==> src/rtl/rr_arbiter4_pkg.sv <==
// Shared encodings and sizes for the 4-requester round-robin arbiter.
// Optional feature macro used by this slice: ARB_TIMEOUT_EN.
package rr_arbiter4_pkg;

  localparam int NUM_REQ = 4;
  localparam int IDX_W   = 2;

  typedef enum logic {
    ST_IDLE = 1'b0,
    ST_BUSY = 1'b1
  } state_t;

endpackage

==> src/rtl/rr_arbiter4_dec.sv <==
// Existing 2-to-4 one-hot decoder used to turn the owner index into grant lines.
module rr_arbiter4_dec
  import rr_arbiter4_pkg::*;
(
  input  logic [IDX_W-1:0]   idx,
  output logic [NUM_REQ-1:0] onehot
);

  genvar gi;
  generate
    for (gi = 0; gi < NUM_REQ; gi++) begin : g_dec
      assign onehot[gi] = (idx == IDX_W'(gi));
    end
  endgenerate

endmodule

==> src/rtl/rr_arbiter4.sv <==
// 4-requester round-robin arbiter with registered grant index/valid and one-hot grant.
// Build option: define ARB_TIMEOUT_EN to force a hand-over after HOLD_MAX busy cycles.
module rr_arbiter4
  import rr_arbiter4_pkg::*;
#(
  parameter int HOLD_MAX = 8
) (
  input  logic               clk,
  input  logic               rst,
  input  logic [NUM_REQ-1:0] req,
  output logic [NUM_REQ-1:0] grant,
  output logic [IDX_W-1:0]   grant_idx,
  output logic               grant_valid
);

  state_t             state_reg;
  logic [IDX_W-1:0]   ptr_reg;
  logic [IDX_W-1:0]   idx_reg;
  logic               valid_reg;

  logic [NUM_REQ-1:0] cand_req;
  logic               win_found;
  logic [IDX_W-1:0]   win_idx;
  logic               owner_release;
  logic               do_grant;
  logic               do_idle;
  logic               timeout_hit;
  logic [NUM_REQ-1:0] dec_onehot;

  // Highest offset first so the lowest offset from ptr is the last (winning) assignment.
  function automatic logic [IDX_W:0] rr_pick(input logic [NUM_REQ-1:0] r,
                                             input logic [IDX_W-1:0]   p);
    logic [IDX_W:0]   res;
    logic [IDX_W-1:0] c;
    res = '0;
    for (int i = NUM_REQ - 1; i >= 0; i--) begin
      c = p + IDX_W'(i);
      if (r[c]) begin
        res = {1'b1, c};
      end
    end
    return res;
  endfunction

`ifdef ARB_TIMEOUT_EN
  localparam logic [7:0] HOLD_LAST = 8'(HOLD_MAX - 1);
  logic [7:0] hold_cnt_reg;

  assign timeout_hit = (state_reg == ST_BUSY) && (hold_cnt_reg >= HOLD_LAST) && win_found;
`else
  logic [7:0] unused_hold_max;

  assign unused_hold_max = 8'(HOLD_MAX);
  assign timeout_hit     = 1'b0;
`endif

  // The current owner never competes against itself, whether it dropped or is being preempted.
  always_comb begin
    cand_req = req;
    if (state_reg == ST_BUSY) begin
      cand_req[idx_reg] = 1'b0;
    end
    {win_found, win_idx} = rr_pick(cand_req, ptr_reg);
  end

  always_comb begin
    owner_release = !req[idx_reg] || timeout_hit;
    do_grant      = win_found && ((state_reg == ST_IDLE) || owner_release);
    do_idle       = (state_reg == ST_BUSY) && owner_release && !win_found;
  end

  always_ff @(posedge clk) begin
    if (rst) begin
      state_reg <= ST_IDLE;
      ptr_reg   <= '0;
      idx_reg   <= '0;
      valid_reg <= 1'b0;
    end else if (do_grant) begin
      state_reg <= ST_BUSY;
      ptr_reg   <= win_idx + IDX_W'(1);
      idx_reg   <= win_idx;
      valid_reg <= 1'b1;
    end else if (do_idle) begin
      state_reg <= ST_IDLE;
      valid_reg <= 1'b0;
    end
  end

`ifdef ARB_TIMEOUT_EN
  always_ff @(posedge clk) begin
    if (rst || do_grant) begin
      hold_cnt_reg <= '0;
    end else if ((state_reg == ST_BUSY) && (hold_cnt_reg != 8'hFF)) begin
      hold_cnt_reg <= hold_cnt_reg + 8'd1;
    end
  end
`endif

  rr_arbiter4_dec u_dec (
    .idx    (idx_reg),
    .onehot (dec_onehot)
  );

  assign grant       = dec_onehot & {NUM_REQ{valid_reg}};
  assign grant_idx   = idx_reg;
  assign grant_valid = valid_reg;

endmodule
==> config.mk <==
export PLATFORM = sky130hd
export DESIGN_NAME = rr_arbiter4
export DESIGN_NICKNAME = d
export VERILOG_FILES = /design/src/rtl/rr_arbiter4_pkg.sv /design/src/rtl/rr_arbiter4_dec.sv /design/src/rtl/rr_arbiter4.sv
export SDC_FILE = /design/constraint.sdc
export NUM_CORES = 1
export LEC_CHECK = 0
export BUFFER_PORTS_ARGS = -buffer_cell sky130_fd_sc_hd__buf_2
export CAP_MARGIN = 20
export CORE_AREA = 2 2 39 41
export DETAILED_ROUTE_END_ITERATION = 6
export DIE_AREA = 0 0 41 43
export PLACE_DENSITY_LB_ADDON = 0.2
export REMOVE_ABC_BUFFERS = 1
export SLEW_MARGIN = 25
export SYNTH_ARGS = -nofsm -noshare
export SYNTH_HDL_FRONTEND = slang
export SYNTH_SLANG_ARGS = --single-unit
==> constraint.sdc <==
create_clock -name clk -period 2.48 [get_ports clk]
set_clock_uncertainty 0.15 [all_clocks]
set_input_delay 0.124 -clock clk [delete_from_list [all_inputs] [get_ports clk]]
set_output_delay 0.124 -clock clk [all_outputs]
set_load 0.02 [all_outputs]
Word level (Yosys, flattened, before mapping)
Cells that the tools add are included.
- add/subtract/negate cells: 4
- $lt $le $gt $ge: 6
- equal/unequal tests: 3
- multiplexer cells: 19
- bitwise logic cells: 4
- reductions and logical operators: 9
- operators by type and width (cell ; count):
    $lt A2 B3 Y1 const B ; 5
    $mux W3 ; 4
    $bmux W1 S2 ; 5
    $and A4 B4 Y4 ; 2
    $mux W1 ; 8
    $add A2 B1 Y2 const B ; 2
    $add A2 B2 Y2 const B ; 2
    $eq A2 B2 Y1 const B ; 2
    $logic_and A1 B1 Y1 ; 4
    $mux W4 ; 1
    $not A4 Y4 ; 1
    $demux W1 S2 ; 1
    $eq A2 B1 Y1 const B ; 1
    $ge A2 B1 Y1 const B ; 1
    $logic_not A1 Y1 ; 2
    $logic_not A2 Y1 ; 1
    $reduce_bool A2 Y1 ; 1
    $logic_or A1 B1 Y1 ; 1
    $not A1 Y1 ; 1
- bits in registers: 5
- input bits: 6
- output and inout bits: 7
- word-level logic and storage cells: 48

Logic depth before layout (Yosys ltp)
Gate-level depths: netlist of run 1.
- depth in word-level cells: 17
- gate-level depth with buffers: 7
- mapped depth without buffers: 6

Modules after synthesis
From an unflattened synthesis of run 1, not the netlist that was laid out.
- cells, all modules: 69
- area total of the unflattened synthesis: 586.8 sq um
- modules (own cells, without submodules) (module ; instances ; cells an instance ; area each (sq um) ; sequential area each (sq um)):
    rr_arbiter4 ; 1 ; 65 ; 560.5 ; 100.1
    rr_arbiter4_dec ; 1 ; 4 ; 26.3 ; 0.0

Least setup slack after synthesis of run 1
OpenSTA, ideal clock, no wires.
- kind: flip-flop to flip-flop
- start: reg idx_reg[0] (netlist: grant_idx[0])
- end: reg ptr_reg[1]
- library setup time: 126 ps
- data arrival time: 1914 ps
- data required time: 2204 ps
- setup slack: 290 ps
- cell stages (with the launch flop): 7
- path buffers: 1
- period minus slack after synthesis: 2190 ps
- path through: dfxtp_1 -> buf_6 -> xor2_1 -> o221ai_1 -> mux4_2 -> a211oi_1 -> nor4_2
- word-level cells in the longest chain between the ends: 14
- elaborated cells on any way between the ends: 26
- those cells by class: add/sub: 1; order compare: 2; mux: 17; bitwise: 2; reduce/logical: 4
- ends and longest elaborated chain (item ; RTL line ; RTL):
    start: declaration ; rr_arbiter4.sv:18 ; logic [IDX_W-1:0] idx_reg;
    start signal: assignment ; rr_arbiter4.sv:81 ; idx_reg <= win_idx;
    $lt A2 B3 Y1 (implied by the code) / $ge A2 B1 Y1 (equally long branches) ; rr_arbiter4.sv:61 ; cand_req[idx_reg] = 1'b0;
    $logic_and A1 B1 Y1 (implied by the code) ; rr_arbiter4.sv:61 ;
    $mux W1 (implied by the code) ; rr_arbiter4.sv:61 ;
    $demux W1 S2 ; rr_arbiter4.sv:61 ;
    $not A4 Y4 (no line) ; n/a ;
    $and A4 B4 Y4 (no line) ; n/a ;
    $mux W4 ; rr_arbiter4.sv:60 ; if (state_reg == ST_BUSY) begin
    $bmux W1 S2 ; rr_arbiter4.sv:38 ; if (r[c]) begin
    $mux W1 (implied by the code) ; rr_arbiter4.sv:38 ;
    $mux W3 (4 in a row) ; rr_arbiter4.sv:38 ;
    $add A2 B1 Y2 / $logic_and A1 B1 Y1 (equally long branches) ; rr_arbiter4.sv:80, rr_arbiter4.sv:68 ;
    end signal: assignment ; rr_arbiter4.sv:80 ; ptr_reg <= win_idx + IDX_W'(1);
    end: declaration ; rr_arbiter4.sv:17 ; logic [IDX_W-1:0] ptr_reg;
Several ways; a longest one is shown, not always the timed one. The select of a mux whose other input is x is not followed.
A chain may end at the register's enable or synchronous reset.

Worst setup path in the final report of run 1
Same ends and word-level chain as after synthesis.

==> results of run 1 <==
[cells by family (layout without fill, tap and decap cells)]
logic type	after synthesis	count (layout)	synth area share, %
multiplexers	5	5	15.1
flip-flops	5	5	19.5
XOR/XNOR	2	2	3.41
buffers and inverters	4	22	5.84
AND/OR/NAND/NOR	26	26	28.2
AO/OA/AOI/OAI	20	20	28.0
[cell usage in the layout (no fill, tap or decap), drive strengths merged]
cell         synthesis  routed
dlygate4sd3          0       1
or2b                 3       3
o21ai                2       2
o31ai                1       1
a211oi               1       1
o221ai               1       1
and3                 1       1
a22oi                1       1
o221a                1       1
inv                  2       2
mux4                 2       2
dfxtp                5       5
a31oi                1       1
o311ai               1       1
nor2                 9       9
buf                  2      15
a22o                 1       1
and4                 1       1
xnor2                1       1
nor4                 2       2
nand2                6       6
a21o                 1       1
mux2i                3       3
nand3                1       1
clkbuf               0       4
nand2b               1       1
nor2b                1       1
a311oi               1       1
a21oi                8       8
and2b                1       1
xor2                 1       1
[layer usage]
layer  global-route usage, %  vias to the layer above
met2                    26.6                       16
met5                       0                        -
met3                    1.57                        0
met4                    8.00                        0
li1                        -                      270
met1                    22.2                      264
[final cells by class]
cell class	instances	area (um^2)
inverters	2	7.51
repair buffers	16	92.6
fillers	149	746
multi-input cells	53	390
well taps	16	20.0
clock buffers	4	26.3
flip-flops and latches	5	101
[worst register-to-register path: stages, from the launching register on]
cell and delay, ps:
dfxtp_1 470, xor2_1 360, o221ai_1 220, mux4_2 540, a211oi_1 280, nor4_2 80
[power breakdown]
| group | internal (uW) | switching (uW) | leakage (uW) |
|---|---|---|---|
| Combinational | 271 | 313 | 0.000226 |
| Clock | 60.9 | 34.8 | 0.0000150 |
| Sequential | 116 | 73.1 | 0.0000418 |
[final timing paths]
| kind | startpoint | to | slack [ps] | depth (start not counted) |
|---|---|---|---|---|
| setup reg to reg | grant_idx[0] | ptr_reg[1] | 250 | 5 |
| hold / removal | req[2] | grant_valid | 300 | 4 |
| setup / recovery | grant_idx[0] | ptr_reg[1] | 250 | 5 |
| hold reg to reg | grant_valid | grant_valid | 420 | 2 |
[per-stage QoR]
stage                     util, %  cells  cell area (um^2)
after global placement       42.9     91               594
after CTS                    45.6     96               631
after global routing         46.1     96               638
after floorplan                 -     60               492
after detailed placement     42.9     91               594
final                        46.1     96               638
[repair_timing]
action / in CTS / in global routing
hold endpoints to repair: 5 / 0
endpoints found under the setup margin: 0 / 2
hold buffers: 1 / 0
setup buffers: 0 / 0
gates resized for setup: 0 / 2
==> qor.txt, run 1 <==
Avg Inst Size Synth: 8.29 um^2
Worst Setup End Kind: register
Worst Path Arrival: 2200 ps
Startpoint Class: register
register area share after synthesis: 19.5%
Synth Flop Type: dfxtp_1
Yosys reg bits: 5
Synth area leaders: dfxtp_1 19%, a21oi_1 6.8%, nor2_1 6.6%
commonest cells in the netlist: 9 x nor2_1, 7 x a21oi_1, 6 x nand2_1, 5 x dfxtp_1
Required @ worst endpoint: 2450 ps
crit-path max FO: 5
crit path kind: reg2reg
fin crit share: 89.7%
CTS H-tree depth: 1
Synth area leader: dfxtp_1
# IOs: 13
CORE AREA: 1380 um^2
final worst slack: 255 ps
layout net count: 87
clk buf depth: 2
Max Cap Violations: 0
post-detail-place hpwl: 1020 um
CP peak stage delay: 540 ps
vias in the first global route: 437
Synth top area share: 19.5%
worst hold margin: 298 ps
CTS tree: built
RD Place Congestion: 0.765
final hold vios: 0
WL met1: 566 um
Buf/Inv on CP: 0
Async SR Flop Fraction: 0%
All-Layer GR Usage: 17.0%
starting density of the core: 37.2%
average routed wire per standard cell: 13.5 um
die width: 41 um
met2 routed WL: 644 um
status: completed
buffers added on ports: 12
EDFF count, synth: 0
root buffer cell: clkbuf_4
Initial DRC Count: 11
Overflow after GRT: 0
Final setup viols: 0
DR vias: 550
pwr/cell area: 1360 nW/um^2
Residual DRC: 0
P_leak: 0.000283 uW
largest net degree at the start of global routing: 12
max-slew violations: 0
first-pass GRT wire length: 1980 um
die area: 1760 um^2
clock slew at reported path FFs: 50 ps
Via density: 5.73
Routed Antenna Nets: 0
FP Rows: 14
Initial DRT Pass Iterations: 4
library cells used by synthesis: 32
slowest cell on the critical path: mux4_2
Syn Inst Count: 62
n_diodes: 0
min Tclk post-route: 2230 ps
Yosys warning count: 0
Max IR drop VDD: 575 uV
setup_tns: 0 ps
Area Growth Syn to Fin: 24.1%
routed wire length: 1300 um
Cell Area, Synth: 514 um^2
clock sinks: 5
unrepaired setup endpoints after global routing: false
Pwr Total: 869 uW
clk_lat worst skew: 240 ps
layout cells sized above 1: 40.0%
max_slew headroom: 69.0%
met3 wire len: 86 um
CTS Buf Count: 3
initial antenna violation count: 0
worst hold path class: in2reg
highest metal used: met3
die height: 43 um
count leader, synth: nor2_1
fmax: 0.449 GHz
CP cell instances: xor2_1 > o221ai_1 > mux4_2 > a211oi_1 > nor4_2
Worst Tran Pin Value: 465 ps
Top Family by Delay on Critical Path: multiplexers
dpl ws: 108 ps
(Power assumes the default switching activity.)
==> run 2: changes to the inputs <==
--- a/config.mk
+++ b/config.mk
@@ -6,12 +6,10 @@
 export NUM_CORES = 1
 export LEC_CHECK = 0
 export BUFFER_PORTS_ARGS = -buffer_cell sky130_fd_sc_hd__buf_2
-export CAP_MARGIN = 20
 export CORE_AREA = 2 2 39 41
 export DETAILED_ROUTE_END_ITERATION = 6
 export DIE_AREA = 0 0 41 43
 export PLACE_DENSITY_LB_ADDON = 0.2
-export REMOVE_ABC_BUFFERS = 1
 export SLEW_MARGIN = 25
 export SYNTH_ARGS = -nofsm -noshare
 export SYNTH_HDL_FRONTEND = slang
==> run 2 against run 1 <==
  * Routed wire length shrank 5.9%
  * Clock power fell by 3.1%
  * Fmax down 1.9%
  * Highest routed layer unchanged
  * Critical path depth increased by 1
  * First-iteration DRC count is 9.1% higher
==> qor.txt, run 2 (synthesis results as in run 1) <==
status: completed
Post-CTS Repair Setup Buffers: 0
unrepaired setup endpoints after global routing: false
DR vias: 532
Max IR drop VDD: 662 uV
pwr/cell area: 1340 nW/um^2
Sw Share: 48.7%
Worst Path Arrival: 2270 ps
CP peak stage delay: 450 ps
clock share of power: 11.1%
clk buf depth: 2
starting density of the core: 37.2%
clk_lat worst skew: 240 ps
vias in the first global route: 449
worst hold path class: in2reg
setup_tns: 0 ps
cell total after placement: 90
die area: 1760 um^2
min Tclk post-route: 2270 ps
Int Power: 430 uW
RD Place Congestion: 0.761
Area Growth Syn to Fin: 21.4%
Final setup viols: 0
layout cells sized above 1: 38.0%
Syn Nets: 68
CORE AREA: 1380 um^2
Top Family by Delay on Critical Path: simple AND/OR/NAND/NOR gates
clock slew at reported path FFs: 40 ps
Worst Setup End Kind: register
P_sw: 409 uW
average routed wire per standard cell: 12.9 um
final worst slack: 211 ps
root buffer cell: clkbuf_4
buffers added on ports: 12
Pwr Total: 838 uW
routed wire length: 1220 um
die width: 41 um
sequential share of power: 22.1%
CTS H-tree depth: 1
# IOs: 13
Worst R2R Setup Slack: 210 ps
Setup crit start: ptr_reg[0]
crit-path max FO: 12
layout net count: 86
CP cell instances: xor2_1 > a31oi_2 > nor4_1 > a21oi_1 > and4_4 > nor4_2
worst r2r src: ptr_reg[0]
CTS tree: built
post-detail-place hpwl: 923 um
final cell count without fillers: 95
most frequent cells in the layout: 12 x buf_2, 9 x nor2_1, 7 x a21oi_1
Buf/Inv on CP: 0
fin crit share: 91.5%
fill count: 145
Overflow after GRT: 0
Routed Antenna Nets: 0
first-pass GRT wire length: 1910 um
Via density: 5.60
Residual DRC: 0
clock sinks: 5
Worst Tran Pin Value: 510 ps
Logic pwr share: 66.9%
Initial DRC Count: 12
largest net degree at the start of global routing: 13
slowest cell on the critical path: dfxtp_2
Required @ worst endpoint: 2480 ps
max_slew headroom: 65.7%
most common cell after layout, fill and taps aside: buf_2
Startpoint Class: register
Final Util: 45.1%
initial antenna violation count: 0
n_diodes: 0
CTS Buf Count: 3
Hold Startpoint: req[2]
final hold vios: 0
Max Cap Violations: 0
fmax: 0.441 GHz
FP Rows: 14
P_leak: 0.000277 uW
crit path kind: reg2reg
die height: 43 um
All-Layer GR Usage: 16.0%
Initial DRT Pass Iterations: 3
dpl ws: 84.6 ps
max-slew violations: 0
## run 2: changes by cell type in the layout (fill, tap and decap cells not counted)
cell,change
buf_4,-1
nor4_2,-1
nor4_1,+1
## run 2: path summary, 6_finish.rpt
| check | to | cells after the start |
|---|---|---|
| worst min-delay path | grant_valid | 4 |
| worst max register to register | ptr_reg[1] | 6 |
| worst max-delay path | ptr_reg[1] | 6 |
| worst min register to register | grant_valid | 2 |
## run 2: timing repair
action,4_1_cts,5_1_grt
hold buffers,1,0
resized for setup,0,1
hold endpoints to repair,5,0
setup endpoints to repair,0,1
## run 2: layer usage
metal  GRT usage, %  share of wire (%)
met2           23.4                 47
met1           21.9                 46
met3           6.28                7.1
met5              0                  0
met4           3.33                  0
## run 2: worst min-delay path: stages
cell	delay (ps)
buf_2	110
o221a_2	210
nor4_1	80
a21oi_1	130
## run 2: final cells by class
class	instances	area (um^2)	area share [%]
Multi-Input combinational cell	53	384	61.5
Sequential cell	5	101	16.2
Timing Repair Buffer	15	85.1	13.6
Clock buffer	4	26.3	4.21
Tap cell	16	20.0	3.21
Inverter	2	7.51	1.20
## run 2: power groups by stage
stage	combinational, uW	sequential [uW]	clock, uW
2_1_floorplan	455	177	0
3_3_place_gp	556	186	0
3_5_place_dp	550	184	0
6_report	560	185	92.7
4_1_cts	557	183	96.9
5_1_grt	614	194	103
## run 2: through the flow
step	area, um^2	hold slack, ps
finish	624	308
global route	624	339
CTS	623	310
detailed placement	587	213
global placement	587	215
floorplan	514	43.1
==> run 3: changes to the inputs <==
--- a/config.mk
+++ b/config.mk
@@ -5,6 +5,7 @@
 export SDC_FILE = /design/constraint.sdc
 export NUM_CORES = 1
 export LEC_CHECK = 0
+export ABC_AREA = 1
 export BUFFER_PORTS_ARGS = -buffer_cell sky130_fd_sc_hd__buf_2
 export CORE_AREA = 2 2 39 41
 export DETAILED_ROUTE_END_ITERATION = 6
==> run 3 against run 2 <==
  * Hold slack gained 11 ps
  * First-iteration DRC count decreased by 25%
  * Final cell count up 31%
  * Global-route usage up 0.84 points
  * Register-to-register slack improved by 480 ps
  * Non-clock buffer count shrank 2
  * Die area stayed put
  * Routed wire length down 5.8%
  * Combinational power increased by 8.0%
  * Largest power group unchanged
  * Highest routed layer is now met4
  * Setup slack better by 480 ps
  * Sequential cell count stayed put
  * Sequential power decreased by 8%
==> qor.txt, run 3 <==
worst hold margin: 320 ps
most common cell after layout, fill and taps aside: nand2_1
fmax: 0.558 GHz
EDFF count, synth: 0
final hold vios: 0
# IOs: 13
FP Rows: 14
P_leak: 0.000396 uW
DR vias: 596
Synth area leaders: dfxtp_1 18%, nand2_1 15%, nand2_2 12%
Required @ worst endpoint: 2470 ps
n_diodes: 0
Worst Tran Pin Value: 317 ps
initial antenna violation count: 0
Startpoint Class: register
Routed Antenna Nets: 0
CORE AREA: 1380 um^2
max_slew headroom: 78.8%
max-slew violations: 0
Syn Nets: 98
die width: 41 um
library cells used by synthesis: 16
routed wire length: 1150 um
Worst R2R Setup Slack: 690 ps
CTS tree: built
crit-path max FO: 8
Max IR drop VDD: 638 uV
Area Growth Syn to Fin: 20.0%
Yosys warning count: 0
Hold Startpoint: req[2]
reg-to-reg endpoint: ptr_reg[1]
worst hold path class: in2reg
area occupied by multi-input gates: 364 um^2
met1 Use GR: 18.4%
first-pass GRT wire length: 2040 um
Reg2Reg Depth: 11
Final setup viols: 0
pwr/cell area: 1330 nW/um^2
Residual DRC: 0
setup_tns: 0 ps
status: completed
Initial DRT Pass Iterations: 4
Async SR Flop Fraction: 0%
register area share after synthesis: 18.4%
CTS Buf Count: 3
Worst Setup End Kind: register
WHS Path Cells: 7
All-Layer GR Usage: 16.9%
layout cells sized above 1: 35.2%
min Tclk post-route: 1790 ps
Worst Path Arrival: 1780 ps
Max Cap Violations: 0
Overflow after GRT: 0
starting density of the core: 39.2%
Avg Inst Size Synth: 5.90 um^2
layout net count: 115
Synth Flop Type: dfxtp_1
buffers added on ports: 12
Yosys reg bits: 5
Cell Area, Synth: 543 um^2
CTS-repair resized insts: 0
commonest cells in the netlist: 21 x nand2_1, 15 x inv_1, 12 x nand3_1, 10 x nand2_2
Syn Inst Count: 92
Final Util: 47.1%
clock slew at reported path FFs: 40 ps
vias in the first global route: 537
Worst Hold Path EP: grant_idx[1]
most frequent cells in the layout: 21 x nand2_1, 15 x inv_1, 12 x nand3_1, 12 x buf_2, 10 x nand2_2
Synth top area share: 18.4%
unrepaired setup endpoints after global routing: false
Via density: 4.81
root buffer cell: clkbuf_4
routing usage on met2: 28.1%
clock sinks: 5
count leader, synth: nand2_1
post-detail-place hpwl: 976 um
die height: 43 um
Synth area leader: dfxtp_1
crit path kind: reg2reg
Initial DRC Count: 9
worst r2r src: ptr_reg[0]
fin crit share: 72.3%
largest net degree at the start of global routing: 9
fill count: 163
Most Crowded Layer GR: met2
clk_lat worst skew: 240 ps
Post-CTS Repair Setup Buffers: 0
met3 Use GR: 3.14%
RD Place Congestion: 0.693
average routed wire per standard cell: 9.27 um
die area: 1760 um^2
FF+latch area: 100 um^2
clk buf depth: 2
CTS H-tree depth: 1
[run 3: cell types whose count changed after synthesis, moves of 3 or more]
cell	delta
nand3_2	+6
nor2_1	-3
nand3_1	+11
inv_2	+4
nand2_1	+15
inv_1	+13
nand2_2	+10
or2b_2	-3
mux2i_1	-3
[run 3: per-layer routing]
layer  routed length (um)  up-vias  share of wire, %
met5                    0        -                 0
met4                    7        0              0.61
met3                   24        2               2.1
met2                  631        8                55
met1                  486      270                42
li1                     -      316                 -
[run 3: where the power goes]
group	internal, uW	switching [uW]
registers	113	57.1
logic	215	390
clock network	60.8	33.2
[run 3: logic make-up (layout without fill, tap and decap cells)]
group           count (synthesis)  after routing  synth area share (%)
compound gates                  9              9                  8.98
buf+inv                        20             36                  14.5
xor+xnor                        1              1                  1.61
simple gates                   57             57                  56.5
flops                           5              5                  18.4
[run 3: metrics by stage]
stage / instances / instance area, um^2 / setup slack, ps / power, uW
6_report: 124 / 652 / 688 / 869
5_1_grt: 124 / 652 / 479 / 974
4_1_cts: 124 / 652 / 661 / 886
3_5_place_dp: 119 / 616 / 679 / 783
3_3_place_gp: 119 / 616 / 712 / 777
2_1_floorplan: 92 / 543 / 801 / 672
[run 3: critical path: stages (launching register included)]
cell and delay, ps:
dfxtp_1 480, inv_1 190, nand3_1 190, nand2_2 100, nor2_4 120, nor2_1 50
nand3_1 130, nand2_2 80, nand2_1 60, nand3_1 70, nand2_1 60, inv_1 30
[run 3: worst max path at each step]
stage / start / to / slack [ps] / depth (start not counted)
after floorplan: grant_idx[0] / ptr_reg[1] / 800 / 11
after global placement: ptr_reg[0] / ptr_reg[1] / 710 / 13
after detailed placement: ptr_reg[0] / ptr_reg[1] / 680 / 11
after CTS: ptr_reg[0] / ptr_reg[1] / 660 / 11
after global routing: ptr_reg[0] / ptr_reg[1] / 480 / 13
final: ptr_reg[0] / ptr_reg[1] / 690 / 11
[run 3: what timing repair did]
item,in CTS,in global routing
endpoints found under the hold margin,1,0
hold buffers,1,0
setup endpoints to repair,0,0
[run 3: area by class of cell]
cell class,instances,share of cell area [%]
Multi-Input combinational cell,67,55.9
Tap cell,16,3.07
Clock buffer,4,4.03
Inverter,19,10.9
Sequential cell,5,15.4
Timing Repair Buffer,13,10.7
